## src/rtl/cash_dispenser_if.sv

```systemverilog
// Bus between the ATM controller (master) and the cash dispenser (slave):
// withdrawal request, cash refill strobe, and dispenser status/note pulses.
interface cash_dispenser_if #(
  parameter int WITHDRAW_SIZE = 15,
  parameter int ATM_CAP_SIZE  = 18
);
  // req is a level: the master holds it until busy rises, and the slave
  // accepts it only in IDLE on a cycle with no refill strobe.
  logic                     req;
  logic [WITHDRAW_SIZE-1:0] amount;
  logic                     refill;
  logic [ATM_CAP_SIZE-1:0]  cash_in;
  logic                     busy;
  logic                     note_200;
  logic                     note_100;
  logic                     note_50;
  logic                     done;
  logic                     err;
  logic [1:0]               err_code;
  logic [ATM_CAP_SIZE-1:0]  cash_level;

  modport master (
    output req, amount, refill, cash_in,
    input  busy, note_200, note_100, note_50, done, err, err_code, cash_level
  );

  modport slave (
    input  req, amount, refill, cash_in,
    output busy, note_200, note_100, note_50, done, err, err_code, cash_level
  );
endinterface

```

## src/rtl/cash_dispenser.sv

```systemverilog
// Cash dispenser: validates a withdrawal against the cash level, then ejects
// notes greedily (200/100/50), one every DIVISOR cycles.
module cash_dispenser #(
  parameter int WITHDRAW_SIZE = 15,
  parameter int ATM_CAP_SIZE  = 18,
  parameter int DIVISOR       = 16,
  parameter int INIT_CASH     = 200000
) (
  input  logic              clk,
  input  logic              rst_n,
  cash_dispenser_if.slave   bus,
  output logic [2:0]        state_o
);

  localparam int DIV_W = (DIVISOR > 1) ? $clog2(DIVISOR) : 1;
  localparam int CW    = (WITHDRAW_SIZE > ATM_CAP_SIZE) ? WITHDRAW_SIZE : ATM_CAP_SIZE;
  localparam logic [DIV_W-1:0]        DIV_LAST = DIV_W'(DIVISOR - 1);
  localparam logic [ATM_CAP_SIZE-1:0] CASH_MAX = '1;
  localparam logic [ATM_CAP_SIZE-1:0] CASH_RST = ATM_CAP_SIZE'(INIT_CASH);

  typedef enum logic [2:0] {
    S_IDLE, S_CHECK, S_DISPENSE, S_DONE, S_ERR
  } state_t;

  state_t                   state_q, state_d;
  logic [WITHDRAW_SIZE-1:0] remaining_q, remaining_d;
  logic [DIV_W-1:0]         div_q, div_d;
  logic [ATM_CAP_SIZE-1:0]  cash_q, cash_d;
  logic [1:0]               code_q, code_d;

  logic [ATM_CAP_SIZE:0]    refill_sum;
  logic [WITHDRAW_SIZE-1:0] note_val;
  logic                     note_fire;
  logic                     amt_invalid;
  logic                     amt_too_big;

  assign refill_sum  = {1'b0, cash_q} + {1'b0, bus.cash_in};
  assign note_val    = (remaining_q >= WITHDRAW_SIZE'(200)) ? WITHDRAW_SIZE'(200) :
                       (remaining_q >= WITHDRAW_SIZE'(100)) ? WITHDRAW_SIZE'(100) :
                                                              WITHDRAW_SIZE'(50);
  assign note_fire   = (state_q == S_DISPENSE) && (div_q == DIV_LAST);
  assign amt_invalid = (remaining_q == '0) ||
                       ((remaining_q % WITHDRAW_SIZE'(50)) != '0);
  assign amt_too_big = CW'(remaining_q) > CW'(cash_q);

  always_ff @(posedge clk or negedge rst_n) begin
    if (!rst_n) begin
      state_q     <= S_IDLE;
      remaining_q <= '0;
      div_q       <= '0;
      cash_q      <= CASH_RST;
      code_q      <= 2'b00;
    end else begin
      state_q     <= state_d;
      remaining_q <= remaining_d;
      div_q       <= div_d;
      cash_q      <= cash_d;
      code_q      <= code_d;
    end
  end

  always_comb begin
    state_d     = state_q;
    remaining_d = remaining_q;
    div_d       = div_q;
    cash_d      = cash_q;
    code_d      = code_q;
    case (state_q)
      S_IDLE: begin
        // Refill wins the cycle; a held req is picked up once refill drops.
        if (bus.refill) begin
          cash_d = refill_sum[ATM_CAP_SIZE] ? CASH_MAX : refill_sum[ATM_CAP_SIZE-1:0];
        end else if (bus.req) begin
          remaining_d = bus.amount;
          div_d       = '0;
          state_d     = S_CHECK;
        end
      end
      S_CHECK: begin
        if (amt_invalid) begin
          code_d  = 2'b01;
          state_d = S_ERR;
        end else if (amt_too_big) begin
          code_d  = 2'b10;
          state_d = S_ERR;
        end else begin
          div_d   = '0;
          state_d = S_DISPENSE;
        end
      end
      S_DISPENSE: begin
        if (note_fire) begin
          div_d       = '0;
          remaining_d = remaining_q - note_val;
          cash_d      = cash_q - ATM_CAP_SIZE'(note_val);
          if (remaining_q == note_val) state_d = S_DONE;
        end else begin
          div_d = div_q + 1'b1;
        end
      end
      S_DONE:  state_d = S_IDLE;
      S_ERR:   state_d = S_IDLE;
      default: state_d = S_IDLE;
    endcase
  end

  assign bus.busy       = (state_q != S_IDLE);
  assign bus.note_200   = note_fire && (note_val == WITHDRAW_SIZE'(200));
  assign bus.note_100   = note_fire && (note_val == WITHDRAW_SIZE'(100));
  assign bus.note_50    = note_fire && (note_val == WITHDRAW_SIZE'(50));
  assign bus.done       = (state_q == S_DONE);
  assign bus.err        = (state_q == S_ERR);
  assign bus.err_code   = (state_q == S_ERR) ? code_q : 2'b00;
  assign bus.cash_level = cash_q;
  assign state_o        = state_q;

endmodule

```

## src/flat_wrapper.sv

```systemverilog
// flat-port wrapper written by rule: the top's interface ports become plain ports
module cash_dispenser_flat 
#(
  parameter int WITHDRAW_SIZE = 15,
  parameter int ATM_CAP_SIZE  = 18,
  parameter int DIVISOR       = 16,
  parameter int INIT_CASH     = 200000
)
  (clk, rst_n, state_o, bus_req, bus_amount, bus_refill, bus_cash_in, bus_busy, bus_note_200, bus_note_100, bus_note_50, bus_done, bus_err, bus_err_code, bus_cash_level);
  cash_dispenser_if #(.WITHDRAW_SIZE(WITHDRAW_SIZE), .ATM_CAP_SIZE(ATM_CAP_SIZE)) bus_i ();
  input  logic clk;
  input  logic rst_n;
  output logic [2:0] state_o;
  input wire logic [$bits(bus_i.req)-1:0] bus_req;
  input wire logic [$bits(bus_i.amount)-1:0] bus_amount;
  input wire logic [$bits(bus_i.refill)-1:0] bus_refill;
  input wire logic [$bits(bus_i.cash_in)-1:0] bus_cash_in;
  output wire logic [$bits(bus_i.busy)-1:0] bus_busy;
  output wire logic [$bits(bus_i.note_200)-1:0] bus_note_200;
  output wire logic [$bits(bus_i.note_100)-1:0] bus_note_100;
  output wire logic [$bits(bus_i.note_50)-1:0] bus_note_50;
  output wire logic [$bits(bus_i.done)-1:0] bus_done;
  output wire logic [$bits(bus_i.err)-1:0] bus_err;
  output wire logic [$bits(bus_i.err_code)-1:0] bus_err_code;
  output wire logic [$bits(bus_i.cash_level)-1:0] bus_cash_level;
  assign bus_i.req = bus_req;
  assign bus_i.amount = bus_amount;
  assign bus_i.refill = bus_refill;
  assign bus_i.cash_in = bus_cash_in;
  assign bus_busy = bus_i.busy;
  assign bus_note_200 = bus_i.note_200;
  assign bus_note_100 = bus_i.note_100;
  assign bus_note_50 = bus_i.note_50;
  assign bus_done = bus_i.done;
  assign bus_err = bus_i.err;
  assign bus_err_code = bus_i.err_code;
  assign bus_cash_level = bus_i.cash_level;
  cash_dispenser #(.WITHDRAW_SIZE(WITHDRAW_SIZE), .ATM_CAP_SIZE(ATM_CAP_SIZE), .DIVISOR(DIVISOR), .INIT_CASH(INIT_CASH)) u_core (.clk(clk), .rst_n(rst_n), .bus(bus_i), .state_o(state_o));
endmodule
```

## config.mk

```make
export PLATFORM = sky130hd
export DESIGN_NAME = cash_dispenser_flat
export DESIGN_NICKNAME = d
export VERILOG_FILES = /design/src/rtl/cash_dispenser_if.sv /design/src/rtl/cash_dispenser.sv /design/src/flat_wrapper.sv
export SDC_FILE = /design/constraint.sdc
export NUM_CORES = 1
export LEC_CHECK = 0
export CORE_MARGIN = 2
export CORE_UTILIZATION = 50
export DETAILED_ROUTE_END_ITERATION = 10
export GPL_ROUTABILITY_DRIVEN = 0
export PLACE_DENSITY = 0.78
export SYNTH_ARGS = -nofsm -noshare
export SYNTH_HDL_FRONTEND = slang
export SYNTH_SLANG_ARGS = --single-unit
```

## constraint.sdc

```tcl
create_clock -name clk -period 15.3 [get_ports clk]
set_input_delay 2.295 -clock clk [delete_from_list [all_inputs] [get_ports clk]]
set_output_delay 2.295 -clock clk [all_outputs]
set_load 0.005 [all_outputs]
```

==> impl_summary.log <==
INFO  metric worst_skew_pair.late_latency = 0.30 ns
INFO  metric cts_buffers = 5
INFO  metric final_max_slew_viol_count = 0
INFO  metric max-slew-margin-rel = 28.7%
INFO  metric worstMarginPinSlew = 1.07 ns
INFO  metric start_util = 51.2%
INFO  metric cp-endpoint = u_core.div_q[3]$_DFFE_PN0P_
INFO  metric netlist_instances = 906
INFO  metric layout_min_cycle_time = 8.51 ns
INFO  metric synth.top_cell.area_share = 13.3%
INFO  metric ys_types = 102
INFO  metric avgSynthCellArea = 7.49 sq um
INFO  metric cts.clk_slew.worst_paths = 0.07 ns
INFO  metric synth_area_leaders = sky130_fd_sc_hd__dfrtp_1 13%, sky130_fd_sc_hd__ha_1 9.2%, sky130_fd_sc_hd__o21ai_0 6.5%, sky130_fd_sc_hd__a21oi_1 4.6%, sky130_fd_sc_hd__nand2_1 4.2%
INFO  metric synthesis.nets = 996
INFO  metric grt_setup_unrepaired = false
INFO  metric clk_path_buf_depth = 2
INFO  metric drcViolationCount = 0
INFO  metric postSynth.asyncResetShare = 100%
INFO  metric cts_tree = yes
INFO  metric detail_route.vias_per_cell = 6.30
INFO  metric worstSetupStartpointType = flop
INFO  metric number_of_setup_violations_in_the_final_report = 0
INFO  metric post-place-cells = 1097
INFO  metric layout-area-overhead-vs-synth = 11.4%
INFO  metric grt_pass1_wl = 30.1 mm
INFO  metric die_area = 0.0145 sq mm
INFO  metric seq_area_frac_synth = 15.6%
INFO  metric cts.repair_timing.setup_buffer_count = 0
INFO  metric detail_route.first_pass.iterations = 5
INFO  metric post_layout_cell_count = 1105
INFO  metric rows = 42
INFO  metric holdBufCountCts = 0
INFO  metric final_layout_size_suffix_gt1_share = 7.32%
INFO  metric first_global_vias = 6340
INFO  metric n_fill_cell = 1251
INFO  metric worst-path-max-fanout = 37
INFO  metric die_height = 120 microns
INFO  metric drt_iter0_drc = 612
INFO  metric portBuffers = 65
INFO  metric numnets_final = 1018
INFO  metric worstHoldPathCells = 1
INFO  metric grt_max_degree = 43
INFO  metric global_route.overflow_total = 0
INFO  metric drtAntennaViolNets = 0
INFO  metric hold_violations = 0
INFO  metric yosysWarnings = 0
INFO  metric number_of_h_tree_levels = 2
INFO  metric core_area = 0.0132 sq mm
INFO  metric critPathArrivalTime = 8.68 ns
INFO  metric crit-reg2reg-capture = u_core.div_q[3]$_DFFE_PN0P_
INFO  metric worstSetupStartpoint = u_core.remaining_q[14]$_DFFE_PN0P_
INFO  metric synthFlopType = sky130_fd_sc_hd__dfrtp_1
INFO  metric hpwlAfterDp = 13.3 mm
INFO  metric diodes = 0
INFO  metric setup.reg_to_reg.worst_slack = 6.79 ns
INFO  metric floorplan.io_pins = 66
INFO  metric finClkSkew = 0.00763 ns
INFO  metric routed_wl = 18.0 mm
INFO  metric gr-usage-all-layers = 24.5%
INFO  metric finalSetupTns = 0 ns
INFO  metric post-route-period-util = 55.6%
INFO  metric die_w = 120 microns
INFO  metric critical_path.reg2reg.startpoint = u_core.remaining_q[14]$_DFFE_PN0P_
INFO  metric numClockSinks = 42
INFO  metric worst_hold_slack = 0.493 ns
INFO  metric drv.max_cap_violation_count = 0
INFO  metric status = finished clean
INFO  metric hold_path_class = flop to flop
INFO  metric vias_after_detailed_routing = 6966
INFO  metric crit_path_end_kind = flop
INFO  metric route.detailed.wl_per_inst = 16.3 microns
INFO  metric post_cts_resized = 0
INFO  metric yosys_register_bits = 42
INFO  metric worst_r2r_path_depth = 26
INFO  metric grt_antenna_before_repair = 0
INFO  metric post_synth_edffs = 0
INFO  metric syn_area = 0.00678 sq mm
INFO  metric cts-root-buf = sky130_fd_sc_hd__clkbuf_16
INFO  metric timing_worst_setup_path_type = flop to flop
INFO  metric synthDominantAreaCellType = sky130_fd_sc_hd__dfrtp_1
INFO  metric fmax = 118 MHz
INFO  metric cp.required = 15.47 ns
registers in the layout, summed over array words and instances (netlist names):
signal / flops
u_core.remaining_q: 15
u_core.div_q: 4
u_core.state_o: 3
u_core.code_q: 2
u_core.bus.cash_level: 18
metrics by stage:
step / util (%) / setup WS (ns) / instance area [sq um]
floorplan: - / 8.67 / 6780
global placement: 55.8 / 7.24 / 7380
detailed placement: 55.8 / 6.93 / 7380
CTS: 57.0 / 6.90 / 7550
global route: 57.0 / 6.04 / 7550
finish: 57.0 / 6.79 / 7550
how the worst min path moves through the flow:
stage,start,endpoint,slack [ns]
after floorplan,u_core.code_q[0]$_DFFE_PN0P_,u_core.code_q[0]$_DFFE_PN0P_,0.46
after global placement,u_core.code_q[0]$_DFFE_PN0P_,u_core.code_q[0]$_DFFE_PN0P_,0.47
after detailed placement,u_core.code_q[0]$_DFFE_PN0P_,u_core.code_q[0]$_DFFE_PN0P_,0.48
after CTS,u_core.code_q[0]$_DFFE_PN0P_,u_core.code_q[0]$_DFFE_PN0P_,0.49
after global routing,u_core.bus.cash_level[16]$_DFFE_PN1P_,u_core.bus.cash_level[16]$_DFFE_PN1P_,0.51
final,u_core.code_q[0]$_DFFE_PN0P_,u_core.code_q[0]$_DFFE_PN0P_,0.49
routing by layer:
layer | up-vias | GRT usage, % | routed length, microns
met2 | 233 | 38.9 | 8380
li1 | 3457 | - | -
met1 | 3249 | 35.4 | 8340
met3 | 27 | 3.11 | 972
met5 | - | 0 | 0
met4 | 0 | 5.96 | 280
cells in the mapped netlist, types with 16 or more instances:
cell / n
sky130_fd_sc_hd__a211oi_1: 16
sky130_fd_sc_hd__a21o_1: 17
sky130_fd_sc_hd__a21oi_1: 63
sky130_fd_sc_hd__a31oi_1: 16
sky130_fd_sc_hd__buf_2: 17
sky130_fd_sc_hd__clkbuf_1: 24
sky130_fd_sc_hd__dfrtp_1: 36
sky130_fd_sc_hd__ha_1: 50
sky130_fd_sc_hd__inv_1: 59
sky130_fd_sc_hd__nand2_1: 75
sky130_fd_sc_hd__nand3_1: 30
sky130_fd_sc_hd__nor2_1: 69
sky130_fd_sc_hd__nor3_1: 20
sky130_fd_sc_hd__o21ai_0: 88
sky130_fd_sc_hd__xnor2_1: 20
critical path, cell delays in order, from the launching register on:
cell and delay (ns):
sky130_fd_sc_hd__dfrtp_1 1.05, sky130_fd_sc_hd__nand2_1 0.34, sky130_fd_sc_hd__and3b_1 0.29, sky130_fd_sc_hd__or4_1 0.46, sky130_fd_sc_hd__o31a_1 0.32, sky130_fd_sc_hd__a211oi_2 0.33
sky130_fd_sc_hd__and2_1 0.40, sky130_fd_sc_hd__o311ai_4 0.18, sky130_fd_sc_hd__nand3_1 0.16, sky130_fd_sc_hd__mux2i_1 0.76, sky130_fd_sc_hd__a31oi_1 0.11, sky130_fd_sc_hd__o21a_2 0.33
sky130_fd_sc_hd__o31a_1 0.27, sky130_fd_sc_hd__o221ai_2 0.30, sky130_fd_sc_hd__a31oi_1 0.19, sky130_fd_sc_hd__o22ai_1 0.59, sky130_fd_sc_hd__nor3_1 0.14, sky130_fd_sc_hd__o31ai_1 0.27
sky130_fd_sc_hd__xnor2_1 0.14, sky130_fd_sc_hd__ha_1 0.23, sky130_fd_sc_hd__o311ai_1 0.09, sky130_fd_sc_hd__a31oi_1 0.13, sky130_fd_sc_hd__a2111o_1 0.38, sky130_fd_sc_hd__o211ai_1 0.28
sky130_fd_sc_hd__nor2_1 0.14, sky130_fd_sc_hd__nor4_2 0.37, sky130_fd_sc_hd__o211ai_1 0.14
cells by family (layout without fill, tap and decap cells):
family          count (synthesis)  count (layout)  share of synthesized area, %
compound gates                350             350                          37.8
simple gates                  310             310                          23.6
buf+inv                       110             133                          7.29
fa+ha+maj                      54              54                          10.3
flops                          42              42                          15.6
xor+xnor                       30              30                          3.98
mux                            10              10                          1.53
layout make-up:
class	instances	area, sq um	share of cell area (%)
sequential	42	1060	14.0
inverter	59	221	2.93
timing repair buffer	66	653	8.65
clock buffer	5	125	1.66
multi-input combinational	754	5230	69.2
tap	176	220	2.92
clock inverter	3	45.0	0.596
placed cells by master (no fill, tap or decap), types with 4 or more instances in the layout:
cell type                         count
sky130_fd_sc_hd__a2111o_1             4
sky130_fd_sc_hd__a211oi_1            16
sky130_fd_sc_hd__a21boi_0             7
sky130_fd_sc_hd__a21o_1              17
sky130_fd_sc_hd__a21oi_1             63
sky130_fd_sc_hd__a22oi_1              8
sky130_fd_sc_hd__a31oi_1             16
sky130_fd_sc_hd__and2_1              10
sky130_fd_sc_hd__and3_1               9
sky130_fd_sc_hd__clkbuf_16            5
sky130_fd_sc_hd__clkdlybuf4s50_1     64
sky130_fd_sc_hd__dfrtp_1             36
sky130_fd_sc_hd__dfstp_2              6
sky130_fd_sc_hd__ha_1                50
sky130_fd_sc_hd__inv_1               59
sky130_fd_sc_hd__mux2i_1              7
sky130_fd_sc_hd__nand2_1             75
sky130_fd_sc_hd__nand2b_1            15
sky130_fd_sc_hd__nand3_1             30
sky130_fd_sc_hd__nand4_1             11
sky130_fd_sc_hd__nor2_1              69
sky130_fd_sc_hd__nor2b_1             14
sky130_fd_sc_hd__nor3_1              20
sky130_fd_sc_hd__nor4_1              10
sky130_fd_sc_hd__o211ai_1            11
sky130_fd_sc_hd__o21a_1               5
sky130_fd_sc_hd__o21ai_0             88
sky130_fd_sc_hd__o21ai_1              8
sky130_fd_sc_hd__o21bai_1             6
sky130_fd_sc_hd__o221ai_1             6
sky130_fd_sc_hd__o2bb2ai_1            4
sky130_fd_sc_hd__o31a_1               5
sky130_fd_sc_hd__o31ai_1              9
sky130_fd_sc_hd__o32ai_1              4
sky130_fd_sc_hd__or2_1                6
sky130_fd_sc_hd__or2_2                5
sky130_fd_sc_hd__or3_1                8
sky130_fd_sc_hd__xnor2_1             20
sky130_fd_sc_hd__xor2_1               9
Power is left out: the tool's default activity adds up to more than one toggle a clock period on the data nets, which glitch-free logic cannot reach.
